`config.mk`:
```
export PLATFORM = sky130hd
export DESIGN_NAME = icache
export DESIGN_NICKNAME = d
export VERILOG_FILES = /design/src/rtl/icache.sv
export SDC_FILE = /design/constraint.sdc
export NUM_CORES = 2
export LEC_CHECK = 0
export ABC_CLOCK_PERIOD_IN_PS = 7600
export CAP_MARGIN = 10
export CORE_ASPECT_RATIO = 1.1
export CORE_MARGIN = 2
export CORE_UTILIZATION = 60
export CTS_BUF_LIST = sky130_fd_sc_hd__clkbuf_16
export DETAILED_ROUTE_END_ITERATION = 10
export PLACE_DENSITY = 0.74
export SLEW_MARGIN = 40
export SYNTH_ARGS = -nofsm -noshare
export SYNTH_HDL_FRONTEND = slang
export SYNTH_SLANG_ARGS = --single-unit
```
`constraint.sdc`:
```
create_clock -name clock -period 7.6 [get_ports clock]
set_input_delay 1.14 -clock clock [delete_from_list [all_inputs] [get_ports clock]]
set_output_delay 1.14 -clock clock [all_outputs]
set_load 0.03 [all_outputs]
```
`src/rtl/icache.sv`:
```
// icache -- direct-mapped, read-only instruction cache, one 32-bit word per line.
//
// Sits between the fetch stage and the instruction port of the byte-serial
// memory controller. Hits return in one cycle at one word per cycle; a miss
// runs a single-word refill through mem_if_read / mem_if_ready, installs the
// line and forwards the word to fetch.
//
// Optional feature: define ICACHE_FLUSH_EN to add the `flush` input, which
// invalidates every line at the clock edge where it is high.
//
// Ports:
//   clock         in   system clock, rising edge
//   reset         in   synchronous, active-low
//   if_req        in   fetch request, held with stable if_pc until inst_valid
//   if_pc         in   fetch address (bits [1:0] ignored)
//   inst_valid    out  one-cycle pulse, inst holds the requested word
//   inst          out  instruction word
//   flush         in   invalidate all lines (ICACHE_FLUSH_EN only)
//   mem_if_read   out  refill request to the memory controller
//   mem_if_addr   out  word-aligned refill address
//   mem_if_ready  in   controller pulse, mem_if_data valid
//   mem_if_data   in   refill word
//   mem_if_busy   in   controller busy (informational only)
module icache #(
   parameter int INDEX_BITS = 6
) (
   input  logic        clock,
   input  logic        reset,
   input  logic        if_req,
   input  logic [31:0] if_pc,
   output logic        inst_valid,
   output logic [31:0] inst,
`ifdef ICACHE_FLUSH_EN
   input  logic        flush,
`endif
   output logic        mem_if_read,
   output logic [31:0] mem_if_addr,
   input  logic        mem_if_ready,
   input  logic [31:0] mem_if_data,
   input  logic        mem_if_busy
);

   localparam int LINES    = 1 << INDEX_BITS;
   localparam int TAG_BITS = 30 - INDEX_BITS;

   typedef enum logic {
      S_IDLE,
      S_REFILL
   } state_t;

   state_t                state_q;
   logic [LINES-1:0]      valid_q;
   logic                  inst_valid_q;
   logic [31:0]           inst_q;

   // Tag and data storage are never reset; valid_q alone qualifies them.
   logic [TAG_BITS-1:0]   tag_mem  [LINES];
   logic [31:0]           data_mem [LINES];

   logic [INDEX_BITS-1:0] idx;
   logic [TAG_BITS-1:0]   tag;
   logic                  flush_w;
   logic                  hit;
   logic                  install;
   logic                  unused_ok;

   assign idx = if_pc[INDEX_BITS+1:2];
   assign tag = if_pc[31:INDEX_BITS+2];

`ifdef ICACHE_FLUSH_EN
   assign flush_w = flush;
`else
   assign flush_w = 1'b0;
`endif

   // A request arriving together with a flush must not hit on a line that
   // is being invalidated in the same edge.
   assign hit = valid_q[idx] && (tag_mem[idx] == tag) && !flush_w;

   // Read drops combinationally in the ready cycle so the controller does
   // not see a fresh request and restart a fetch.
   assign mem_if_read = (state_q == S_REFILL) && !mem_if_ready && reset;
   assign mem_if_addr = {if_pc[31:2], 2'b00};

   assign inst_valid = inst_valid_q;
   assign inst       = inst_q;

   assign install = reset && (state_q == S_REFILL) && mem_if_ready;

   assign unused_ok = ^{mem_if_busy, if_pc[1:0]};

   always_ff @(posedge clock) begin
      if (!reset) begin
         state_q      <= S_IDLE;
         valid_q      <= '0;
         inst_valid_q <= 1'b0;
         inst_q       <= '0;
      end else begin
         inst_valid_q <= 1'b0;
         case (state_q)
            S_IDLE: begin
               if (if_req) begin
                  if (hit) begin
                     inst_q       <= data_mem[idx];
                     inst_valid_q <= 1'b1;
                  end else begin
                     state_q <= S_REFILL;
                  end
               end
            end
            S_REFILL: begin
               if (mem_if_ready) begin
                  inst_q       <= mem_if_data;
                  inst_valid_q <= 1'b1;
                  valid_q[idx] <= 1'b1;
                  state_q      <= S_IDLE;
               end
            end
            default: state_q <= S_IDLE;
         endcase
         // Placed last so a flush in the ready cycle also suppresses the
         // valid bit of the line being refilled.
         if (flush_w) begin
            valid_q <= '0;
         end
      end
   end

   // Array writes kept apart from the reset logic so the storage maps onto
   // plain RAM. Data written under a simultaneous flush stays invalid.
   always_ff @(posedge clock) begin
      if (install) begin
         tag_mem[idx]  <= tag;
         data_mem[idx] <= mem_if_data;
      end
   end

endmodule

```
Word-level counts from Yosys, hierarchy flattened
Memory sizes are Yosys's and may differ from the RTL's.
Index checks and enable logic that the tools add are counted.
{"block": "classes", "reduce_logical": 9, "div": 0, "n_addsub": 0, "n_eq_ne": 4, "n_lt_le_gt_ge": 2, "shift": 0, "mux": 18, "n_bitwise": 2, "multipliers": 0}
{"operator": "32-bit 2-to-1 mux", "count": 3}
{"operator": "64-bit OR", "count": 1}
{"operator": "32-bit one-hot mux with 2 select lines", "count": 1}
{"operator": "24-bit equality test", "count": 1}
{"operator": "1-bit 2-to-1 mux", "count": 10}
{"operator": "6-bit by 7-bit < comparator with 1-bit output (second input constant)", "count": 1}
{"operator": "1-bit binary-select mux with 6-bit select", "count": 1}
{"operator": "1-bit demux with 6-bit select", "count": 1}
{"operator": "6-bit by 1-bit greater-or-equal comparator with 1-bit output (second input constant)", "count": 1}
{"operator": "1-bit logical AND", "count": 6}
{"operator": "2-bit != test (second input constant)", "count": 3}
{"operator": "1-bit one-hot mux with 2 select lines", "count": 2}
{"operator": "3-bit AND reduction", "count": 1}
{"operator": "2-bit AND reduction", "count": 1}
{"operator": "1-bit zero test", "count": 1}
{"operator": "1-bit inverter", "count": 1}
{"block": "totals", "latch_bits": 0, "n_memories": 2, "mem_bits_ro": 0, "ram_bits": 3584, "input_bits": 69, "ff_bits": 98}
{"memory": "data_mem", "depth": 64, "width": 32, "read_ports": 1, "rd_clocked_by_memory_dff": 0, "wr": 1, "line_no": "58", "text": "logic [31:0] data_mem [LINES];"}
{"memory": "tag_mem", "depth": 64, "width": 24, "read_ports": 1, "rd_clocked_by_memory_dff": 0, "wr": 1, "line_no": "57", "text": "logic [TAG_BITS-1:0] tag_mem [LINES];"}

Logic depth before layout (Yosys ltp)
{"block": "logic_depth", "word_depth": 6, "depth_mapped": 18}

Worst setup path after synthesis
Ideal clock, no wire load.
{"block": "synth_path", "path_kind": "input to register", "start": "input port if_pc[2]", "end": "memory data_mem[17][0], enable pin", "setup_ns": 0.472, "path_buffers": 10, "setup_slack_ns": 1.370, "cell_stages": 13, "arrival_ns": 5.759, "path_cell_list": "buf_6 > buf_12 > buf_12 > buf_6 > buf_6 > buf_4 > buf_4 > buf_4 > buf_4 > buf_2 > and4_1 > nand2_1 > nor2_1"}
{"element": "start: declaration", "line_no": "30", "text": "input logic [31:0] if_pc,"}
{"element": "end: declaration", "line_no": "58"}
Straight into the memory's write port.

Final worst setup path
{"block": "layout_path", "start": "input port if_pc[5]", "end": "register inst_q[17], in the netlist inst[17]"}
{"block": "layout_between", "elab_chain_len": 5}
{"element": "memory 64 x 24 bit / 1-bit binary-select mux with 6-bit select (equally long branches)"}
{"element": "24-bit equality test / 1-bit 2-to-1 mux (equally long branches)", "line_no": "78", "text": "assign hit = valid_q[idx] && (tag_mem[idx] == tag) && !flush_w;"}
{"element": "1-bit logical AND", "line_no": "78"}
{"element": "2-bit != test (no line)"}
{"element": "3-bit AND reduction (no line)"}
{"element": "end signal: assignment", "line_no": "104", "text": "inst_q <= data_mem[idx];"}
{"element": "end signal: assignment", "line_no": "113", "text": "inst_q <= mem_if_data;"}
{"element": "end: declaration", "line_no": "54", "text": "logic [31:0] inst_q;"}
Parallel ways exist; a longest one is shown, timed or not. The select of a mux whose other input is x is not followed.
A chain may end at the register's enable or synchronous reset.

==> metrics.txt <==
register area share after synthesis between 70% and 80%; syn avg cell area ~22 sq um; routability cong. 0.8308; vias in the first global route about 72000; clock buffer depth 4; Worst Setup Start Kind primary input; Port Buffers approximately 130; Syn-to-layout area delta 12.39%; cell family with most CP delay simple AND/OR/NAND/NOR gates; number of fillers in the final layout between 10000 and 15000; flops & latches, synth approximately 3700; Layout Nets between 6000 and 7000; CTS tree done; # rows 186; post-CTS setup buffer count 0; final slew viol count 0; switching share of power between 20% and 30%; number of remaining DRC errors 0; DP Worst Slack ~1.4 ns; DR iter-0 viols between 10000 and 15000; crit-path max FO 30; run status complete, no violations; FF-to-FF Start tag_mem[61][8]; WL met3 around 50000 um; Global Route Usage Sum between 30% and 40%; cell count after synthesis 6381; Die H 512.6 um; Min-Delay Path Depth 1; most common cell after layout, fill and taps aside edfxtp_1; post-DR vias/cell between 7 and 8; initial antenna violation count 13; YS warnings 0; cts hold-fix bufs 0; commonest cells after routing, fill and taps aside 3584 x edfxtp_1, 790 x mux4_2, 521 x mux2i_1, 365 x clkbuf_16, 233 x buf_4; total die area between 0.2 and 0.25 sq mm; R2R setup slack about 3.1 ns; final antenna-violating net count 0; cts repair resizes 0; largest net degree at the start of global routing around 120; Root Buffer clkbuf_16; routed metal-1 wire length between 100000 and 150000 um; crit-path most repeated cell buf_4; Synth Cell Area 0.1411 sq mm; Tot Pwr 40.97 mW; FMAX approximately 180 MHz; Clock Power Share between 40% and 50%; I/O Pins approximately 140; Worst setup EP type flop; arrival time worst endpoint between 6 and 7 ns; Max-Cap Viols 0; setup TNS 0 ns; Hold Slack about 0.41 ns; Starting Density 60.39%; critical path class in -> reg; Routed met2 length ~190000 um; 1st-pass router iterations 6; RSZ-0062 raised after global routing no; Slowest-stage cell, CP and4_2; Post-synth EDFFs 3584; slowest cell delay on critical path just under 0.9 ns; leakage power 51.35 nW; core box area 0.2337 sq mm; H-tree levels 5; Highest Signal Layer met5; total gr overflow 0; via count 72580; CTS Buf Count approximately 360; Final setup viols 0; register share of total power 54.4%; internal power 32.37 mW; clock-pin slew on the worst setup and hold paths about 0.060 ns; skew final 0.07078 ns; layout cell share with drive strength beyond 1 25.01%; Reg2Reg Depth 11; Buf+Inv Stages, Crit Path 4; Netlist cell types between 70 and 80; DP HPWL ~210000 um; post-route clock period utilization between 70% and 80%; routed wire length per instance roughly 39 um; Tightest Hold Check Type in -> reg; relative slew slack 34.53%; WP data required between 8 and 9 ns; crit path launch if_pc[5]; clk_lat worst skew 0.99 ns; worst slew pin tran 0.9821 ns; Die X 466.4 um; CP Cell Sequence buf_2 -> buf_4 -> or3b_4 -> buf_4 -> a221oi_1 -> o21ai_0 -> nand4_1 -> a2111o_1 -> xor2_1 -> nor4b_1 -> and4_2 -> buf_12 -> nor3_1 -> a211oi_2; P per Cell Area about 260 mW/mm^2; Final Hold Fails 0; RR Endpoint inst[17]; Final WS setup around 2.1 ns; worst hold endpoint tag_mem[32][5]; CTS Sinks 3682; Post-synth ARST share 0%; P_sw approximately 8.6 mW; Peak VDD IR between 0.2 and 0.25 mV; post-layout min period approximately 5.5 ns; Routed WL around 390000 um; global-route wire length before repair approximately 550000 um; Comb power frac between 4 and 5%; predominant post-synthesis flop cell edfxtp_1; hold_sp if_pc[13]
[worst max path at each step]
stage | to | slack [ns] | cells after the start
6_report | inst[17] | 2.08 | 14
5_1_grt | inst[31] | 2.15 | 14
4_1_cts | inst[17] | 2.35 | 14
3_5_place_dp | inst[17] | 1.36 | 14
3_3_place_gp | inst[1] | 1.35 | 13
2_1_floorplan | data_mem[17][0] | 1.37 | 13
[through the flow]
step                cells  area [sq um]  utilization, %
floorplan            6382        141100               -
global placement     9485        147100           62.96
detailed placement   9498        147600           63.15
CTS                 10120        158400           67.80
global route        10130        158600           67.87
finish              10130        158600           67.88
[per-layer routing]
layer | global-route usage (%) | vias up
met3 | 7.240 | 1060
li1 | - | 27790
met1 | 44.86 | 38110
met2 | 51.50 | 5607
met4 | 15.96 | 6
met5 | 0.3232 | -
[power by group through the flow]
| stage | registers, mW | clock network [mW] | logic, mW |
|---|---|---|---|
| 4_1_cts | 22.3 | 16.8 | 1.93 |
| 3_3_place_gp | 22.7 | 0 | 1.86 |
| 5_1_grt | 22.3 | 17.5 | 2.03 |
| 2_1_floorplan | 22.8 | 0 | 1.10 |
| 3_5_place_dp | 22.7 | 0 | 1.91 |
| 6_report | 22.3 | 16.7 | 1.95 |
[layout make-up]
type / instances / area [sq um] / area share (%)
Multi-Input combinational cell: 2292 / 30010 / 18.92
Clock buffer: 364 / 9109 / 5.743
Clock inverter: 258 / 1750 / 1.104
Antenna cell: 9 / 22.52 / 0.01420
Tap cell: 3102 / 3881 / 2.447
Inverter: 8 / 48.80 / 0.03077
Timing Repair Buffer: 418 / 4190 / 2.642
Sequential cell: 3682 / 109600 / 69.10
[cells by family after synthesis]
family	Yosys count	share of synthesized area, %
DFF	3682	77.66
muxes	1317	16.35
AOI/OAI and AO/OA	563	2.839
buffers and inverters	408	1.553
and+or+nand+nor	402	1.547
xor gates and xnor gates	8	0.04965
other	1	0.002657
[flip-flops by register name (all words and copies together) (netlist names)]
name,cells
data_mem,2048
tag_mem,1536
valid_q,64
inst,32
inst_valid,1
state_q,1
[synthesized netlist by cell type (7+ instances only)]
cell type	count	area (sq um)
a211oi_1	10	75.07
a211oi_2	29	362.9
a21o_1	65	488.0
a21oi_1	33	165.2
a221oi_1	14	122.6
a22o_1	16	140.1
a22oi_1	101	758.2
a32oi_1	7	61.31
and3_1	14	87.58
and4_1	9	78.83
and4b_1	8	80.08
buf_1	36	135.1
buf_2	109	545.5
buf_4	69	518.0
buf_6	22	247.7
clkbuf_1	157	589.3
dfxtp_1	98	1962
edfxtp_1	3584	107600
mux2i_1	521	5215
mux4_2	790	17790
nand2_1	94	352.8
nand3_1	43	215.2
nand4_1	12	75.07
nor2_1	76	285.3
nor2b_1	8	50.05
nor3_1	38	190.2
nor4_1	43	269.0
nor4bb_1	8	80.08
o211ai_1	8	60.06
o21ai_0	61	305.3
o22ai_1	182	1139
Note: power is estimated with default switching activity, not from simulation.
